[src/rtl/mul_issue_sched.sv]
// Issue scheduler for a shared, non-pipelined, fixed-latency multiplier FU.
// Round-robin accepts one RS op, launches it, tracks it through the FU and holds the result for the CDB.
module mul_issue_sched #(
    parameter int unsigned N    = 4,
    parameter int unsigned TAGW = 5,
    parameter int unsigned LAT  = 7
) (
    input  logic              clk,
    input  logic              rst_n,
    input  logic              flush_i,
    input  logic [N-1:0]      req_i,
    input  logic [N*32-1:0]   req_a_i,
    input  logic [N*32-1:0]   req_b_i,
    input  logic [N*TAGW-1:0] req_tag_i,
    output logic [N-1:0]      gnt_o,
    output logic              fu_en_o,
    output logic [31:0]       fu_a_o,
    output logic [31:0]       fu_b_o,
    input  logic [31:0]       fu_res_i,
    output logic              cdb_req_o,
    output logic [TAGW-1:0]   cdb_tag_o,
    output logic [31:0]       cdb_data_o,
    input  logic              cdb_gnt_i,
    output logic              busy_o
);

    localparam int unsigned DW   = 32;
    localparam int unsigned PTRW = (N > 1) ? $clog2(N) : 1;
    localparam int unsigned CNTW = $clog2(LAT + 1);

    typedef enum logic [1:0] {
        S_IDLE  = 2'd0,
        S_ISSUE = 2'd1,
        S_WAIT  = 2'd2,
        S_DONE  = 2'd3
    } state_e;

    state_e            state_q, state_d;
    logic [PTRW-1:0]   rr_ptr_q, rr_ptr_d;
    logic [CNTW-1:0]   cnt_q, cnt_d;
    logic              squash_q, squash_d;
    logic              fu_en_q, fu_en_d;
    logic [DW-1:0]     fu_a_q, fu_a_d;
    logic [DW-1:0]     fu_b_q, fu_b_d;
    logic              cdb_req_q, cdb_req_d;
    logic [TAGW-1:0]   cdb_tag_q, cdb_tag_d;
    logic [DW-1:0]     cdb_data_q, cdb_data_d;

    logic              win_found;
    logic [PTRW-1:0]   win_idx;
    logic [PTRW-1:0]   cand;
    logic [DW-1:0]     sel_a, sel_b;
    logic [TAGW-1:0]   sel_tag;

    // Round-robin search starting just after the last winner, plus the winner's operand mux.
    always_comb begin
        win_found = 1'b0;
        win_idx   = '0;
        cand      = '0;
        sel_a     = '0;
        sel_b     = '0;
        sel_tag   = '0;
        for (int unsigned k = 1; k <= N; k++) begin
            cand = PTRW'((32'(rr_ptr_q) + k) % N);
            if (!win_found && req_i[cand]) begin
                win_found = 1'b1;
                win_idx   = cand;
            end
        end
        for (int unsigned i = 0; i < N; i++) begin
            if (win_idx == PTRW'(i)) begin
                sel_a   = req_a_i[i*DW +: DW];
                sel_b   = req_b_i[i*DW +: DW];
                sel_tag = req_tag_i[i*TAGW +: TAGW];
            end
        end
    end

    always_comb begin
        state_d    = state_q;
        rr_ptr_d   = rr_ptr_q;
        cnt_d      = cnt_q;
        squash_d   = squash_q;
        fu_en_d    = 1'b0;
        fu_a_d     = fu_a_q;
        fu_b_d     = fu_b_q;
        cdb_req_d  = cdb_req_q;
        cdb_tag_d  = cdb_tag_q;
        cdb_data_d = cdb_data_q;
        gnt_o      = '0;

        case (state_q)
            S_IDLE: begin
                if (win_found && !flush_i) begin
                    gnt_o[win_idx] = 1'b1;
                    fu_a_d         = sel_a;
                    fu_b_d         = sel_b;
                    cdb_tag_d      = sel_tag;
                    rr_ptr_d       = win_idx;
                    fu_en_d        = 1'b1;
                    state_d        = S_ISSUE;
                end
            end
            S_ISSUE: begin
                // The FU is already launched, so a flush here can only mark the result for discard.
                cnt_d   = CNTW'(LAT - 1);
                state_d = S_WAIT;
                if (flush_i) begin
                    squash_d = 1'b1;
                end
            end
            S_WAIT: begin
                if (cnt_q != '0) begin
                    cnt_d = cnt_q - CNTW'(1);
                    if (flush_i) begin
                        squash_d = 1'b1;
                    end
                end else if (squash_q || flush_i) begin
                    squash_d = 1'b0;
                    state_d  = S_IDLE;
                end else begin
                    cdb_data_d = fu_res_i;
                    cdb_req_d  = 1'b1;
                    state_d    = S_DONE;
                end
            end
            S_DONE: begin
                if (flush_i || cdb_gnt_i) begin
                    cdb_req_d = 1'b0;
                    state_d   = S_IDLE;
                end
            end
            default: state_d = S_IDLE;
        endcase
    end

    always_ff @(posedge clk or negedge rst_n) begin
        if (!rst_n) begin
            state_q    <= S_IDLE;
            rr_ptr_q   <= PTRW'(N - 1);
            cnt_q      <= '0;
            squash_q   <= 1'b0;
            fu_en_q    <= 1'b0;
            fu_a_q     <= '0;
            fu_b_q     <= '0;
            cdb_req_q  <= 1'b0;
            cdb_tag_q  <= '0;
            cdb_data_q <= '0;
        end else begin
            state_q    <= state_d;
            rr_ptr_q   <= rr_ptr_d;
            cnt_q      <= cnt_d;
            squash_q   <= squash_d;
            fu_en_q    <= fu_en_d;
            fu_a_q     <= fu_a_d;
            fu_b_q     <= fu_b_d;
            cdb_req_q  <= cdb_req_d;
            cdb_tag_q  <= cdb_tag_d;
            cdb_data_q <= cdb_data_d;
        end
    end

    assign fu_en_o    = fu_en_q;
    assign fu_a_o     = fu_a_q;
    assign fu_b_o     = fu_b_q;
    assign cdb_req_o  = cdb_req_q;
    assign cdb_tag_o  = cdb_tag_q;
    assign cdb_data_o = cdb_data_q;
    assign busy_o     = (state_q != S_IDLE);

endmodule
[config.mk]
export PLATFORM = sky130hd
export DESIGN_NAME = mul_issue_sched
export DESIGN_NICKNAME = d
export VERILOG_FILES = /design/src/rtl/mul_issue_sched.sv
export SDC_FILE = /design/constraint.sdc
export NUM_CORES = 1
export LEC_CHECK = 0
export ABC_CLOCK_PERIOD_IN_PS = 2500
export CELL_PAD_IN_SITES_DETAIL_PLACEMENT = 0
export CELL_PAD_IN_SITES_GLOBAL_PLACEMENT = 1
export CORE_AREA = 2 2 166 168
export DETAILED_ROUTE_END_ITERATION = 10
export DIE_AREA = 0 0 168 170
export MAX_ROUTING_LAYER = met4
export PLACE_DENSITY_LB_ADDON = 0.1
export SLEW_MARGIN = 20
export SYNTH_ARGS = -nofsm -noshare
export SYNTH_HDL_FRONTEND = slang
export SYNTH_SLANG_ARGS = --single-unit
[constraint.sdc]
create_clock -name clk -period 2.5 [get_ports clk]
set_input_delay 0.25 -clock clk [delete_from_list [all_inputs] [get_ports clk]]
set_output_delay 0.25 -clock clk [all_outputs]
set_load 0.03 [all_outputs]
Word-level counts from Yosys, hierarchy flattened. Index checks and enable logic that the tools add are counted.

Word-level logic and storage cells: 107. Bits in registers: 111. Input bits: 316.

Order comparisons: 6. Bitwise operators: 2. Eq/ne operators: 12. Muxes and demuxes: 49. $add $sub $neg: 5. Reductions and logical operators: 23.

Operator list (count): two-way mux 32 bit (8); two-way mux 5 bit (4); two-way mux 1 bit (17); two-way mux 2 bit (8); < comparator 2 x 3 -> 1 bit, second input constant (5); inequality test 2 bit, second input constant (5); binary-select mux 1 bit (select 2 bit) (4); == test 2 bit, second input constant (4); two-way mux 4 bit (2); case mux 2 bit (4 select lines) (1); case mux 3 bit (2 select lines) (1); AND reduction 2 bit (3); AND reduction 3 bit (2); nonzero test 2 bit (3); logical AND 1 bit (5); adder 2 x 1 -> 2 bit, second input constant (2); adder 2 bit, second input constant (2); == test 2 x 1 -> 1 bit, second input constant (2); logical NOT 1 bit (4); logical NOT 2 bit (2); case mux 1 bit (2 select lines) (2); AND reduction 4 bit (1); two-way mux 3 bit (1); inequality test 3 bit, second input constant (1); other kinds (6) (8).

Logic depth before layout (Yosys ltp).
Depth after elaboration: 19. Gate-level depth with buffers: 9. Mapped depth without buffers: 7.

Worst setup path before layout. No wires, ideal clock.

Kind: register -> output. From: register state_q[1]. To: output port gnt_o[0]. Stages on the path, launching flop included: 7. Path slack: 0.042 ns. Buffers on the path: 2. Arrival: 2.208 ns. Cell sequence: dfrtp_1 -> or2_1 -> a21o_1 -> or2_4 -> clkbuf_1 -> clkbuf_1 -> nor3_1.

Longest elaborated chain between the ends: 2.

RTL lines: start: declaration (line 38) `state_e state_q, state_d;`; start signal: assignment (line 150) `state_q <= state_d;`; logical NOT 2 bit (line 92) `case (state_q)`; two-way mux 4 bit (line 92); end: declaration (line 15) `output logic [N-1:0] gnt_o,`.

Every way passes these cells.

Worst setup path in the final report.
From: register state_q[1]. To: output port gnt_o[3].

Same word-level chain as after synthesis.

==> metrics <==
area leader, netlist dfrtp_1; most common cell in the netlist dfrtp_1; Finish-stage setup viols 0; total gr overflow 0; flops & latches, synth 111; CTS tree done; Clk pin slew, worst setup/hold paths 0.09 ns; number of setup buffers added after CTS 0; register area share after synthesis 45.43%; first-pass GRT wire length 39.10 mm; clk_skew 0.01361 ns; CP Launch Type flop; Via density 4.680; Post-synth ARST share 100.0%; area of the die 0.02856 mm²; Worst Path Arrival 2.13 ns; Die W 168 µm; post-DP HPWL 20.55 mm; Max Fclk 419.5 MHz; Port Buf Inserts 423; syn_nets 860; via count 6107; pin count of the biggest net entering global routing 46; I/O pin cnt 424; EDFF count, synth 0; area grow syn2layout 84.34%; clock period minus worst slack 2.384 ns; Power, Total 10.62 mW; YS warnings 0; Mapped Area 0.006120 mm²; # rows 60; Worst Path Max Fanout 19; setup repair after global routing missed its margin false; Worst VDD drop 0.4369 mV; post-synth cell types 47; top cells by area, synth dfrtp_1 45%, mux2i_1 17%, o221ai_1 7.3%; initial core utilization 22.96%; Hold Crit Class input pin to asynchronous set/reset pin; Initial DRC Count 299; top cells by count, synth 109 x dfrtp_1, 104 x mux2i_1, 60 x nand2_1; fin nets 1276; measured slew at the worst slew-check pin 0.7087 ns; Clock Sinks 111; WS Path Type flop to output port; htree depth 3; Root Driver clkbuf_16; TritonCTS Buffers 9; # Max-Cap Violations 0; Core Area 0.02665 mm²; vias in the first global route 6344; Wirelength per Cell 20.52 µm; clock tree buffer depth 2; Max-Slew Margin vs Limit 52.75%; Mapped Cells 542; status complete, no violations; DRT antenna net count 0; Pwr per Cell Area 941.0 mW/mm²; Tot GR Track Use 18.55%; Critical Path RT 2.25 ns; chip height 170 µm; number of hold violations in the final report 0; Avg Synthesized Cell Area 11.29 µm²; P_leak 4.755 nW; TritonRoute pass-1 iters 4; DRT Wirelength 26.78 mm; top-area cell type share of the netlist area 44.57%; CP Capture Type output port; initial antenna violation count 0; Setup TNS Final 0 ns; Residual DRC 0; Worst-Skew Late Latency 0.37 ns; Slew Viols, Final 0; period utilisation layout 95.35%; share of cells above drive strength 1 11.42%; Final Wtd Congestion 0.7448; Primary FF master, synth dfrtp_1
[critical path: stages (launching register included)]
cell and delay, ns:
dfrtp_1 0.39, or2_1 0.27, a21o_1 0.18, or2_4 0.25
inv_2 0.12, and3_1 0.22, buf_12 0.17, buf_4 0.17
[worst paths after layout]
check                             start              to  slack (ns)  cells after the start
min in group clk           fu_res_i[12]  cdb_data_o[12]        0.48                      2
min reg2reg                  fu_b_o[18]      fu_b_o[18]        0.49                      2
max reg2reg                 rr_ptr_q[1]      fu_b_o[22]        0.50                      7
max in group asynchronous         rst_n   cdb_data_o[6]        1.29                      3
max                          state_q[1]        gnt_o[3]        0.12                      7
min                               rst_n  cdb_data_o[30]        0.48                      2
[kinds of logic after synthesis]
kind of cell | share of synthesized area (%)
adders and majority gates | 0.4088
DFF | 45.43
buffers and inverters | 4.866
and+or+nand+nor | 6.727
muxes | 23.08
AOI/OAI and AO/OA | 19.49
[placed cells by master (no fill, tap or decap), types with 2 or more instances in the layout]
master	instances
nand3_1	3
ha_1	2
inv_1	4
o21ai_0	26
nor3_1	4
nor2b_1	5
clkbuf_16	9
dfrtp_1	109
nand2_1	59
nor2_1	6
o221ai_1	51
a221o_2	9
o21ai_2	2
mux2i_1	104
o22a_1	2
o32ai_1	17
dfstp_2	2
mux2_2	33
buf_12	18
nand2b_1	2
and3_1	2
buf_4	19
inv_8	2
inv_6	3
a21oi_1	3
clkdlybuf4s50_1	417
a211oi_1	18
a221o_1	9
[state kept, by name, summed over array words and instances, names as in the netlist, 2 cells and up]
name        flops
fu_b_o         32
cnt_q           3
state_q         2
rr_ptr_q        2
cdb_data_o     32
cdb_tag_o       5
fu_a_o         32
[through the flow]
step	instance area [µm²]	utilization [%]	cells	setup slack, ns	hold slack, ns
2_1_floorplan	6120	-	542	0.04241	-0.04559
3_3_place_gp	10970	41.16	1287	0.05931	0.3556
3_5_place_dp	10970	41.16	1287	0.07596	0.3626
4_1_cts	11280	42.31	1304	0.06263	0.4684
5_1_grt	11280	42.32	1304	0.005322	0.4752
6_report	11280	42.33	1305	0.1163	0.4814
[layer usage]
| layer | global-route usage, % | up-vias | routed length, µm |
|---|---|---|---|
| met1 | 20.87 | 2879 | 10540 |
| met4 | 4.726 | 0 | 403 |
| met3 | 5.674 | 21 | 2244 |
| met5 | - | - | 0 |
| li1 | - | 2929 | - |
| met2 | 32.20 | 278 | 13590 |
[cell type report]
| type | count | area (µm²) |
|---|---|---|
| fillers | 2602 | 15370 |
| clock inverters | 6 | 57.56 |
| diodes | 1 | 2.502 |
| repair buffers | 456 | 4700 |
| well taps | 341 | 426.7 |
| inverters | 5 | 18.77 |
| multi-input cells | 375 | 3057 |
| clock buffers | 10 | 239.0 |
| flip-flops and latches | 111 | 2780 |
[power by group]
part           switching [mW]  internal, mW
combinational            3.31          2.95
sequential              0.383          2.46
clock                   0.777         0.734
total                    4.47          6.15
[timing repair]
item | 4_1_cts | 5_1_grt
endpoints found under the hold margin | 39 | 0
hold buffers | 1 | 0
endpoints found under the setup margin | 0 | 2
gates resized for setup | 0 | 1
(Power assumes the default switching activity.)
